### src/rtl/fifo_stream_reader_pkg.sv
// Shared constants for the camera stream reader: default frame geometry
// and the counter widths derived from it.
package fifo_stream_reader_pkg;

   localparam int DEF_LINE_LEN    = 640;
   localparam int DEF_FRAME_LINES = 480;

   // Counter width for a range of n values; a single-value range still needs one bit.
   function automatic int cnt_width(input int n);
      return (n < 2) ? 1 : $clog2(n);
   endfunction

   localparam int DEF_COL_W = cnt_width(DEF_LINE_LEN);
   localparam int DEF_ROW_W = cnt_width(DEF_FRAME_LINES);

endpackage

### src/rtl/stream_ring_buffer.sv
// Circular output buffer: power-of-2 storage with wrapping read/write
// pointers and an occupancy count. Storage itself is never reset.
module stream_ring_buffer #(
   parameter int WIDTH = 32,
   parameter int DEPTH = 4
) (
   input  logic                     clk,
   input  logic                     rst,
   input  logic                     wr_en,
   input  logic [WIDTH-1:0]         wr_data,
   input  logic                     rd_en,
   output logic [WIDTH-1:0]         rd_data,
   output logic [$clog2(DEPTH):0]   level
);

   localparam int PTR_W = $clog2(DEPTH);
   localparam int LVL_W = PTR_W + 1;

   logic [WIDTH-1:0] mem [DEPTH];
   logic [PTR_W-1:0] wr_ptr;
   logic [PTR_W-1:0] rd_ptr;

   always_ff @(posedge clk) begin
      if (wr_en) begin
         mem[wr_ptr] <= wr_data;
      end
   end

   // Pointers wrap naturally because DEPTH is a power of 2.
   always_ff @(posedge clk) begin
      if (!rst) begin
         wr_ptr <= '0;
         rd_ptr <= '0;
         level  <= '0;
      end else begin
         if (wr_en) begin
            wr_ptr <= wr_ptr + 1'b1;
         end
         if (rd_en) begin
            rd_ptr <= rd_ptr + 1'b1;
         end
         level <= level + LVL_W'(wr_en) - LVL_W'(rd_en);
      end
   end

   assign rd_data = mem[rd_ptr];

endmodule

### src/rtl/fifo_stream_reader.sv
// Drains a read-latency-1 FIFO into a ready/valid stream, tagging
// end-of-line (last) and start-of-frame (user) beats.
module fifo_stream_reader
   import fifo_stream_reader_pkg::*;
#(
   parameter int WIDTH       = 32,
   parameter int DEPTH       = 4,
   parameter int LINE_LEN    = DEF_LINE_LEN,
   parameter int FRAME_LINES = DEF_FRAME_LINES
) (
   input  logic                     clk,
   input  logic                     rst,
   input  logic [WIDTH-1:0]         in_fifo_data,
   input  logic                     in_fifo_empty,
   output logic                     ou_fifo_rden,
   input  logic                     in_resync,
   output logic [WIDTH-1:0]         ou_result_data,
   output logic                     ou_result_valid,
   input  logic                     in_result_ready,
   output logic                     ou_result_last,
   output logic                     ou_result_user,
   output logic [$clog2(DEPTH):0]   ou_level
);

   localparam int LVL_W = $clog2(DEPTH) + 1;
   localparam int COL_W = cnt_width(LINE_LEN);
   localparam int ROW_W = cnt_width(FRAME_LINES);

   localparam logic [COL_W-1:0] COL_LAST = COL_W'(LINE_LEN - 1);
   localparam logic [ROW_W-1:0] ROW_LAST = ROW_W'(FRAME_LINES - 1);
   localparam logic [LVL_W:0]   DEPTH_C  = (LVL_W + 1)'(DEPTH);

   logic             pending;
   logic             pop;
   logic             valid;
   logic [WIDTH-1:0] head;
   logic [LVL_W:0]   projected;
   logic [COL_W-1:0] col;
   logic [ROW_W-1:0] row;

   stream_ring_buffer #(
      .WIDTH (WIDTH),
      .DEPTH (DEPTH)
   ) u_ring (
      .clk     (clk),
      .rst     (rst),
      .wr_en   (pending),
      .wr_data (in_fifo_data),
      .rd_en   (pop),
      .rd_data (head),
      .level   (ou_level)
   );

   // Count the in-flight read as occupied so the buffer can never overflow.
   assign projected    = {1'b0, ou_level} + {{LVL_W{1'b0}}, pending} - {{LVL_W{1'b0}}, pop};
   assign ou_fifo_rden = rst && !in_fifo_empty && (projected < DEPTH_C);

   assign valid           = rst && (ou_level != '0);
   assign pop             = valid && in_result_ready;
   assign ou_result_valid = valid;
   assign ou_result_data  = valid ? head : '0;
   assign ou_result_last  = valid && (col == COL_LAST);
   assign ou_result_user  = valid && (col == '0) && (row == '0);

   always_ff @(posedge clk) begin
      if (!rst) begin
         pending <= 1'b0;
      end else begin
         pending <= ou_fifo_rden;
      end
   end

   // Resync wins over a same-cycle pop so the next beat starts a fresh frame.
   always_ff @(posedge clk) begin
      if (!rst || in_resync) begin
         col <= '0;
         row <= '0;
      end else if (pop) begin
         if (col == COL_LAST) begin
            col <= '0;
            row <= (row == ROW_LAST) ? '0 : row + 1'b1;
         end else begin
            col <= col + 1'b1;
         end
      end
   end

endmodule

### config.mk
export PLATFORM = sky130hd
export DESIGN_NAME = fifo_stream_reader
export DESIGN_NICKNAME = d
export VERILOG_FILES = /design/src/rtl/fifo_stream_reader_pkg.sv /design/src/rtl/stream_ring_buffer.sv /design/src/rtl/fifo_stream_reader.sv
export SDC_FILE = /design/constraint.sdc
export NUM_CORES = 1
export LEC_CHECK = 0
export CORE_MARGIN = 4
export CORE_UTILIZATION = 25
export CTS_CLUSTER_SIZE = 12
export DETAILED_ROUTE_END_ITERATION = 10
export PLACE_DENSITY_LB_ADDON = 0.12
export SLEW_MARGIN = 15
export SYNTH_ARGS = -nofsm -noshare
export SYNTH_HDL_FRONTEND = slang
export SYNTH_HIERARCHICAL = 1
export SYNTH_SLANG_ARGS = --single-unit
### constraint.sdc
create_clock -name clk -period 3.3 [get_ports clk]
set_clock_uncertainty 0.05 [all_clocks]
set_input_delay 0.495 -clock clk [delete_from_list [all_inputs] [get_ports clk]]
set_output_delay 0.495 -clock clk [all_outputs]
set_load 0.02 [all_outputs]
* Word level (Yosys, flattened, before mapping)
Memory sizes are Yosys's and may differ from the RTL's. A register that Yosys moved wholly into a read port is not among the register bits.
Index checks and enable logic that the tools add are counted.
** Operators by class
- Add/sub/neg operators :: 8
- Multiply operators :: 0
- Div/mod/pow operators :: 0
- $lt $le $gt $ge :: 1
- Eq/ne operators :: 2
- Shifts and indexed selects :: 0
- Mux-type cells :: 7
- Bitwise gates (word level) :: 0
- Reductions and logical operators :: 14
** Operators by type and width (count)
- 2-to-1 mux 32 bit :: 1
- adder 10 x 1 -> 10 bit, second input constant :: 1
- equality test 10 bit, second input constant :: 1
- logical NOT 10 bit :: 1
- 2-to-1 mux 10 bit :: 1
- adder 9 x 1 -> 9 bit, second input constant :: 1
- equality test 9 bit, second input constant :: 1
- logical NOT 9 bit :: 1
- 2-to-1 mux 9 bit :: 1
- logical AND 1 bit :: 7
- adder 2 x 1 -> 2 bit, second input constant :: 2
- adder 3 x 1 -> 4 bit :: 1
- less-than comparator 4 x 3 -> 1 bit, second input constant :: 1
- 2-to-1 mux 2 bit :: 2
- subtractor 4 x 1 -> 4 bit :: 1
- adder 3 x 1 -> 3 bit :: 1
- nonzero test 3 bit :: 1
- subtractor 3 x 1 -> 3 bit :: 1
- logical NOT 1 bit :: 2
- 2-to-1 mux 1 bit :: 2
- AND reduction 2 bit :: 1
- logical OR 1 bit :: 1
** Storage, ports and cells
- Bits in registers :: 27
- Latch bits :: 0
- Bits in writable memories :: 128
- Bits in read-only memories :: 0
- Bits of input ports :: 37
- Output and inout bits :: 39
- Word-level logic and storage cells :: 39
- Memories :: 1
** Memory list
- u_ring.mem :: words 4, bits a word 32, rd ports 1, clocked after memory_dff 1, wr ports 1, line stream_ring_buffer.sv:19 : logic [WIDTH-1:0] mem [DEPTH];

* Logic depth before layout (Yosys ltp)
- Word-level depth :: 6
- Mapped depth :: 8

* By module
The synthesis kept the hierarchy.
** By module, submodules not included
- stream_ring_buffer :: times used 1, cells each 208, area each 5089.9 µm²
- fifo_stream_reader :: times used 1, cells each 180, area each 1401.3 µm²

* Worst setup path after synthesis
Ideal clock, no wire load.
- Path type :: register to output
- Start point :: reg u_ring.level[1]
- End point :: out ou_fifo_rden
- Arrival time :: 2.388 ns
- Required time :: 2.755 ns
- Path slack :: 0.367 ns
- Stages on the path, launching flop included :: 9
- Path buffers :: 1
- Cells stage by stage :: dfxtp_1 > o311a_1 > buf_2 > ha_1 > inv_1 > ha_1 > a31oi_1 > nand4b_1 > a311oi_1
** Between the ends
- Longest elaborated chain between the ends :: 6
** RTL lines
- start, declared :: line stream_ring_buffer.sv:13 : output logic [$clog2(DEPTH):0] level
- start signal, assigned :: line stream_ring_buffer.sv:42 : level <= level + LVL_W'(wr_en) - LVL_W'(rd_en);
- nonzero test 3 bit :: line fifo_stream_reader.sv:58 : assign valid = rst && (ou_level != '0);
- logical AND 1 bit :: line fifo_stream_reader.sv:58
- logical AND 1 bit :: line fifo_stream_reader.sv:59 : assign pop = valid && in_result_ready;
- net pop :: line fifo_stream_reader.sv:34 : logic pop;
- subtractor 4 x 1 -> 4 bit :: line fifo_stream_reader.sv:55 : assign projected = {1'b0, ou_level} + {{LVL_W{1'b0}}, pending} - {{LVL_W{1'b0}}, pop};
- less-than comparator 4 x 3 -> 1 bit :: line fifo_stream_reader.sv:56 : assign ou_fifo_rden = rst && !in_fifo_empty && (projected < DEPTH_C);
- logical AND 1 bit :: line fifo_stream_reader.sv:56
- end, declared :: line fifo_stream_reader.sv:15 : output logic ou_fifo_rden,
The timed path passes the listed nets, and every way through them passes these cells.

* Worst setup path after layout
- Start point :: in in_result_ready
- End point :: out ou_fifo_rden
** Between the ends
- Longest elaborated chain between the ends :: 4
** RTL lines
- start, declared :: line fifo_stream_reader.sv:19 : input logic in_result_ready,
- logical AND 1 bit :: line fifo_stream_reader.sv:59
- subtractor 4 x 1 -> 4 bit :: line fifo_stream_reader.sv:55
- less-than comparator 4 x 3 -> 1 bit :: line fifo_stream_reader.sv:56
- logical AND 1 bit :: line fifo_stream_reader.sv:56
No other way between the ends.

==> flow_metrics.py <==
metrics = {
    "power_and_ir_drop": {
        "leakagePower_nw": 2.63,
        "ir_worst_vdd_v": 0.000281,
        "power_density_mw_per_mm2": 657,
    },
    "detailed_routing": {
        "wl_met2_um": 6780,
        "drtIter0Drc": 216,
        "wl_per_cell_um": 17.0,
        "wl_um": 14100,
        "top_layer_used": "met5",
        "ant_nets": 0,
        "drtPass1Iterations": 4,
        "num_vias": 3617,
        "route.detailed.drc": 0,
        "via_per_inst": 4.37,
        "drt-met1-wl_um": 6530,
        "wl_met3_um": 652,
    },
    "min_path": {
        "holdPathStages": 2,
        "min-delay-path-class": "reg2reg",
    },
    "floorplan": {
        "die_y_um": 169,
        "io_pins": 76,
        "dieArea_mm2": 0.0286,
        "die-width_um": 169,
        "core_area_mm2": 0.0253,
        "rows": 58,
        "initial_core_util_pct": 25.6,
    },
    "timing": {
        "setup_tns_ps": 0,
        "slew_headroom_pct": 33.3,
        "tightestPinTransition_ps": 1000,
        "fmax_ghz": 0.325,
        "hold_viol_final": 0,
        "post-route-period-util_pct": 93.3,
        "final-setup-viol-count": 0,
        "min_period_ps": 3080,
        "rsz0062_at_grt": "no",
        "drv_slew": 0,
    },
    "global_routing": {
        "antenna_found_initial": 1,
        "grt_remaining_overflow": 0,
        "grt_pass1_wl_um": 22100,
        "grt_max_degree": 33,
        "grt_pass1_vias": 3884,
        "grtUsageTotal_pct": 10.2,
    },
    "setup_path": {
        "critPathLaunchType": "input port",
        "worstPathArrival_ps": 2530,
        "r2r_slack_ps": 1060,
        "end_kind": "output pin",
        "cp_max_fo": 3,
        "worstSetupPathType": "in2out",
        "slowest_stage": "clkdlybuf4s50_1",
        "worstPathRequired_ps": 2750,
        "cpMostUsedCell": "ha_1",
        "slowest_delay_ps": 480,
        "path_cells": "clkdlybuf4s50_1 > o311a_1 > ha_1 > inv_1 > ha_1 > a31oi_1 > nand4b_1 > a311oi_1 > clkbuf_2",
        "worst_r2r_path_depth": 7,
    },
    "final_layout": {
        "n_antenna_cell": 0,
        "areaGrowthSynthToFinish_pct": 26.9,
        "fin_cells": 828,
        "drive_gt1_share_pct": 18.3,
        "num-nets-final": 536,
    },
    "clocking": {
        "htreeDepth": 4,
        "clock-root-buffer": "clkbuf_16",
        "clk_latency_ps": 420,
        "numCtsBuffers": 17,
        "cts_setup_buffers": 0,
        "cts_sinks": 157,
        "clockBufferDepth": 2,
        "clk_pin_slew_ps": 70,
        "tritoncts": "built",
        "cts_hold_buf": 0,
    },
    "synth": {
        "synth_area_leaders": "edfxtp_1 59%, mux4_2 10%, dfxtp_1 8.9%",
        "synth_top_area_share_pct": 59.2,
        "synth_cells": 388,
        "ys_seq_elements": 157,
        "ys_async_sr_fraction_pct": 0,
        "synth_edf_count": 128,
        "ys_types": 46,
        "yosysWarnings": 6,
        "synthFlopType": "edfxtp_1",
        "yosysTopAreaCell": "edfxtp_1",
        "syn-num-nets": 439,
        "yosysSeqAreaShare_pct": 68.2,
        "syn-mean-instance-area_um2": 16.7,
        "syn_area_mm2": 0.00649,
    },
    "flow_run": {
        "max_cap_violations": 0,
    },
    "placed_design": {
        "io_buffers": 75,
        "gp_congestion": 0.706,
        "dp_hpwl_um": 9190,
        "placedCellCount": 796,
    },
    "run_status": {
        "status": "complete, no violations",
    },
}
cell families (layout without fill, tap and decap cells):
family | after synthesis | after routing | share of synthesized area [%]
flip-flops | 157 | 157 | 68.2
AND/OR/NAND/NOR | 117 | 117 | 10.6
multiplexers | 34 | 34 | 11.5
buffers and inverters | 32 | 142 | 2.91
AO/OA/AOI/OAI | 22 | 22 | 2.12
adder cells (fa/ha/maj) | 14 | 14 | 2.81
XOR/XNOR | 12 | 12 | 1.85
per-layer routing:
| layer | vias up | GRT usage (%) |
|---|---|---|
| met5 | - | 0 |
| li1 | 1689 | - |
| met2 | 67 | 16.6 |
| met3 | 8 | 3.42 |
| met1 | 1851 | 13.2 |
| met4 | 2 | 2.52 |
cell usage after synthesis (2+ instances only):
cell      instances
inv_1            19
xnor2_1           7
nand3_1           4
buf_2             4
dfxtp_1          29
buf_12            3
or4_1             5
o21ai_0           4
clkbuf_1          4
ha_1             13
buf_6             2
xor2_1            4
mux2i_1           2
nand4_1           8
nand3b_1          3
mux4_1            2
and2_1           39
edfxtp_1        128
a311oi_1          2
a21oi_1          10
nand2_1          14
mux4_2           30
and4_1            2
nor2_1           23
nor4_1            6
path summary, 6_finish.rpt:
| kind | endpoint | startpoint |
|---|---|---|
| min | row[8]$_SDFFE_PP0P_ | row[8]$_SDFFE_PP0P_ |
| max reg2reg | u_ring/level[1]$_SDFF_PN0_ | u_ring/level[0]$_SDFF_PN0_ |
| max | ou_fifo_rden | in_result_ready |
| min reg2reg | row[8]$_SDFFE_PP0P_ | row[8]$_SDFFE_PP0P_ |
critical path, delay by kind of cell:
kind                     cells  cell delay [ps]
adder cells (fa/ha/maj)      2              400
buffers and inverters        3              740
AO/OA/AOI/OAI                3              740
AND/OR/NAND/NOR              1              160
layout by cell type (no fill, tap or decap), types with 14 or more instances in the layout:
master	count
dfxtp_1	27
inv_1	19
edfxtp_1	128
buf_4	14
nor2_1	22
and2_1	35
mux4_2	30
clkdlybuf4s50_1	74
nand2_1	14
clkbuf_16	17
metrics by stage:
stage	setup slack [ps]	area, um^2	util (%)	hold slack, ps	total power (W)
6_report	222	8240	32.5	458	0.00541
2_1_floorplan	367	6490	-	403	0.00315
5_1_grt	43.4	8240	32.5	484	0.00571
4_1_cts	33.0	8240	32.6	459	0.00554
3_3_place_gp	-128	7700	30.4	442	0.00369
3_5_place_dp	-233	7700	30.4	442	0.00371
state kept, by name (all words and copies together) (netlist names), named ones only:
signal         flops
u_ring/wr_ptr      2
u_ring/rd_ptr      2
row                9
pending            1
u_ring/level       3
u_ring/mem       128
col               10
what timing repair did:
item	in CTS	in global routing
endpoints found under the hold margin	0	0
setup endpoints to repair	1	1
cloned	0	0
gates resized for setup	1	3
final cells by class:
| class | instances | area [um^2] |
|---|---|---|
| clock buffer | 18 | 429 |
| clock inverter | 14 | 119 |
| fill | 2456 | 17100 |
| inverter | 19 | 71.3 |
| multi-input combinational | 199 | 1890 |
| sequential | 157 | 4430 |
| tap | 330 | 413 |
| timing repair buffer | 91 | 891 |
power by group:
part / total, W / switching [W] / internal [W]
registers: 0.00236 / 0.0000599 / 0.00230
clock network: 0.00179 / 0.000756 / 0.00103
logic: 0.00126 / 0.000648 / 0.000616
total: 0.00541 / 0.00146 / 0.00395
(Power assumes the default switching activity.)
==> variant 1, RTL diff (same settings) <==
`WIDTH` is set to 32 in 2 places; all go to 16.
--- a/src/rtl/stream_ring_buffer.sv
+++ b/src/rtl/stream_ring_buffer.sv
@@ -3,3 +3,3 @@
 module stream_ring_buffer #(
-   parameter int WIDTH = 32,
+   parameter int WIDTH = 16,
    parameter int DEPTH = 4
--- a/src/rtl/fifo_stream_reader.sv
+++ b/src/rtl/fifo_stream_reader.sv
@@ -5,3 +5,3 @@
 #(
-   parameter int WIDTH       = 32,
+   parameter int WIDTH       = 16,
    parameter int DEPTH       = 4,
Ports: changed (resized in_fifo_data and ou_result_data); port bits go from 76 to 44. No check against the original RTL was run, so the function may have changed too.
==> variant 1 against the original RTL <==
Sequential cell count is 64 lower; wire length is 39% lower; cell area is 39% lower; total power is 41% lower; setup slack better by 0.0014 ns; global-route usage is 0.062 points lower; critical path depth is 2 higher; synthesized area is 38% lower; sequential power is 42% lower.
==> variant 1: results <==
[outcome]
run_status = "completed"

[global_routing]
grt_max_degree = 20
track_usage = 0.101
grt_pass1_wl_um = 14000
antenna_found_initial = 0

[yosys]
synth_common_cells = "edfxtp_1, dfxtp_1, and2_1"
muxShareOfSynthArea = 0.0996
synth_edf_count = 64
syn_nets = 325
yosysSeqAreaShare = 0.619
yosys.area_share.adder = 0.0452
synth.distinct_cells = 41
synthXorXnorAreaFrac = 0.0297
netlist.area_leader.share = 0.475
synth_compound_area_frac = 0.0328

[critical_path]
r2r-end = "u_ring/level[2]$_SDFF_PN0_"
r2r_cells = 10
r2r_setup_slack_ns = 0.93

[finish]
num-nets-final = 381
largest_registers = "u_ring/mem x64, col x10, row x9"
fillers = 1627
drive_above_1_share = 0.117
regArea_sq_um = 2500

[power]
power_switching_mw = 0.900
ir_drop_mv = 0.283
powerSeq_mw = 1.37
p_leak_nw = 1.64
clock_power_mw = 1.00

[route]
viasPerCell = 4.34
drt_iter0_drc = 72
wirelength_um = 8550

[clock_network]
cts_buffers = 9
htree_levels = 3
clock_latency_ns = 0.35

[timing]
tightest_slew_ns = 0.980

[placement]
place_hpwl_um = 5590
port_buffers = 43
place_area_sq_um = 4770
gp_congestion = 0.754
==> variant 1: area by class of cell <==
type | instances | share of cell area
sequential | 93 | 0.494
multi-input combinational | 168 | 0.280
timing repair buffer | 54 | 0.101
inverter | 20 | 0.0148
antenna | 1 | 0.000494
tap | 216 | 0.0533
clock buffer | 12 | 0.0509
clock inverter | 4 | 0.00593
==> variant 1: logic make-up after synthesis <==
kind of cell	Yosys count
XOR/XNOR	12
AND/OR/NAND/NOR	102
adder cells (fa/ha/maj)	14
multiplexers	18
buffers and inverters	29
flip-flops	93
AO/OA/AOI/OAI	22
==> variant 1: routing by layer <==
layer / up-vias / track usage / share of wire
met5: - / 0 / 0
met1: 1213 / 0.114 / 0.43
met4: 0 / 0.0308 / 0.014
met3: 9 / 0.0401 / 0.047
met2: 43 / 0.176 / 0.51
li1: 1199 / - / -
==> variant 1: through the flow <==
stage	setup slack [ns]	power (mW)	instances	hold WS (ns)
2_1_floorplan	0.129	1.89	290	0.401
3_5_place_dp	-0.321	2.24	551	0.426
6_report	0.223	3.20	568	0.436
4_1_cts	0.0119	3.26	567	0.437
3_3_place_gp	-0.278	2.23	551	0.422
5_1_grt	0.0268	3.39	567	0.489
==> variant 1: worst max path at each step <==
stage / start / end / slack (ns) / depth (start not counted)
2_1_floorplan: rst / ou_fifo_rden / 0.13 / 11
3_3_place_gp: rst / ou_fifo_rden / -0.28 / 11
3_5_place_dp: rst / ou_fifo_rden / -0.32 / 11
4_1_cts: rst / ou_fifo_rden / 0.01 / 11
5_1_grt: rst / ou_fifo_rden / 0.03 / 11
6_report: rst / ou_fifo_rden / 0.22 / 11
==> variant 1: timing repair <==
action                     4_1_cts  5_1_grt
hold buffers                     0        0
pin swaps                        0        1
setup endpoints to repair        1        1
resized for setup                3        3
==> variant 2, RTL diff (same flow settings) <==
Made on the original files. Make the reset (`rst`) asynchronous in 2 clocked blocks.
--- a/src/rtl/stream_ring_buffer.sv
+++ b/src/rtl/stream_ring_buffer.sv
@@ -29,3 +29,3 @@
    // Pointers wrap naturally because DEPTH is a power of 2.
-   always_ff @(posedge clk) begin
+   always_ff @(posedge clk or negedge rst) begin
       if (!rst) begin
--- a/src/rtl/fifo_stream_reader.sv
+++ b/src/rtl/fifo_stream_reader.sv
@@ -64,3 +64,3 @@
 
-   always_ff @(posedge clk) begin
+   always_ff @(posedge clk or negedge rst) begin
       if (!rst) begin
Formal check against the unedited RTL: differs if rst is asserted again (counterexample within 4 cycles, from zero or initial values and one cycle with rst low); with rst held inactive, the same outputs for 10 cycles.
==> variant 2 against the original RTL <==
Total power up 17%; wire length up 0.79%; sequential cell count down 2; critical endpoint unchanged; cell area up 1.3%; synthesized area down 0.77%; via count down 1.2%; first-iteration DRC count down 20%; setup slack worse by 0.058 ns.
==> variant 2: results <==
[global_routing]
grt_max_degree = 23
grt_use_met3 = 0.0264
antenna_found_initial = 0
grt_pass1_vias = 3852
grt_pass1_wl_um = 22200
grt.met2_usage = 0.179
track_usage = 0.103
grt_use_met1 = 0.127

[finish]
num-nets-final = 531
stdcell_count = 823
fillers = 2474
drive_above_1_share = 0.197

[clock_network]
cts-resized-gates = 5
cts_buffers = 17
cts.clk_slew.worst_paths_ns = 0.07
htree_levels = 4
clockRootBuffer = "clkbuf_16"
cts_setup_buffers = 0
clock_latency_ns = 0.41

[yosys]
synth_common_cells = "edfxtp_1, and2_1, mux4_2"
synthFlopType = "edfxtp_1"
yosysSeqAreaShare = 0.687
syn_inst = 379
synthXorXnorAreaFrac = 0.0190
muxShareOfSynthArea = 0.116
synth.distinct_cells = 45
async_reset_ff_frac = 0.0516
synth_area_leaders = "edfxtp_1, mux4_2, dfxtp_1"
yosys.area_share.adder = 0.0284
syn_nets = 430
synth_compound_area_frac = 0.0185

[placement]
gp_congestion = 0.747
place_hpwl_um = 9460
dpl_worst_slack_ns = -0.428
place_area_sq_um = 7700
post-place-cells = 790

[critical_path]
cp_slowest_stage_delay_ns = 0.55
cp_max_fo = 3
path_delay_family = "buffers and inverters"
timing.rr.start = "u_ring/level[0]$_DFF_PN0_"
r2r_cells = 8

[timing]
tightest_slew_ns = 0.587

[route]
viasPerCell = 4.34
wirelength_um = 14200
routed-wl-met2_um = 7350
wl_met1_um = 6190
routed.top_layer = "met4"
route.met3.wl_um = 503
drt_iter0_drc = 172
drt-pass1-iter-count = 4

[power]
p_leak_nw = 2.76
combPwrFrac = 0.291
clock_power_mw = 2.07
ir_drop_mv = 0.322
pwr_density_cell_nw_per_um2 = 760
power.internal_mw = 4.50

[hold_path]
hp-class = "in2async"

[outcome]
run_status = "completed"
variant 2: changes by cell type in the layout (fill, tap and decap cells not counted), moves of 3 or more:
| cell | delta |
|---|---|
| dfxtp_1 | -8 |
| buf_4 | +3 |
| dfrtp_1 | +6 |
| nor2_1 | -5 |
| clkinv_2 | -3 |
| inv_8 | +5 |
variant 2: layout make-up:
cell class              count  area [sq um]  share of cell area
repair buffers             96           953               0.114
clock buffers              18           429              0.0514
flip-flops and latches    155          4430               0.530
clock inverters            14           204              0.0244
multi-input cells         192          1850               0.222
inverters                  18          67.6             0.00809
well taps                 330           413              0.0495
variant 2: worst paths after layout:
check | endpoint | slack [ns]
max reg2reg | u_ring/level[2]$_DFF_PN0_ | 1.04
max | ou_fifo_rden | 0.16
min | u_ring/level[1]$_DFF_PN0_ | 0.38
min in group clk | row[8]$_SDFFE_PP0P_ | 0.46
max in group asynchronous | u_ring/rd_ptr[1]$_DFFE_PN0P_ | 2.63
min reg2reg | row[8]$_SDFFE_PP0P_ | 0.46
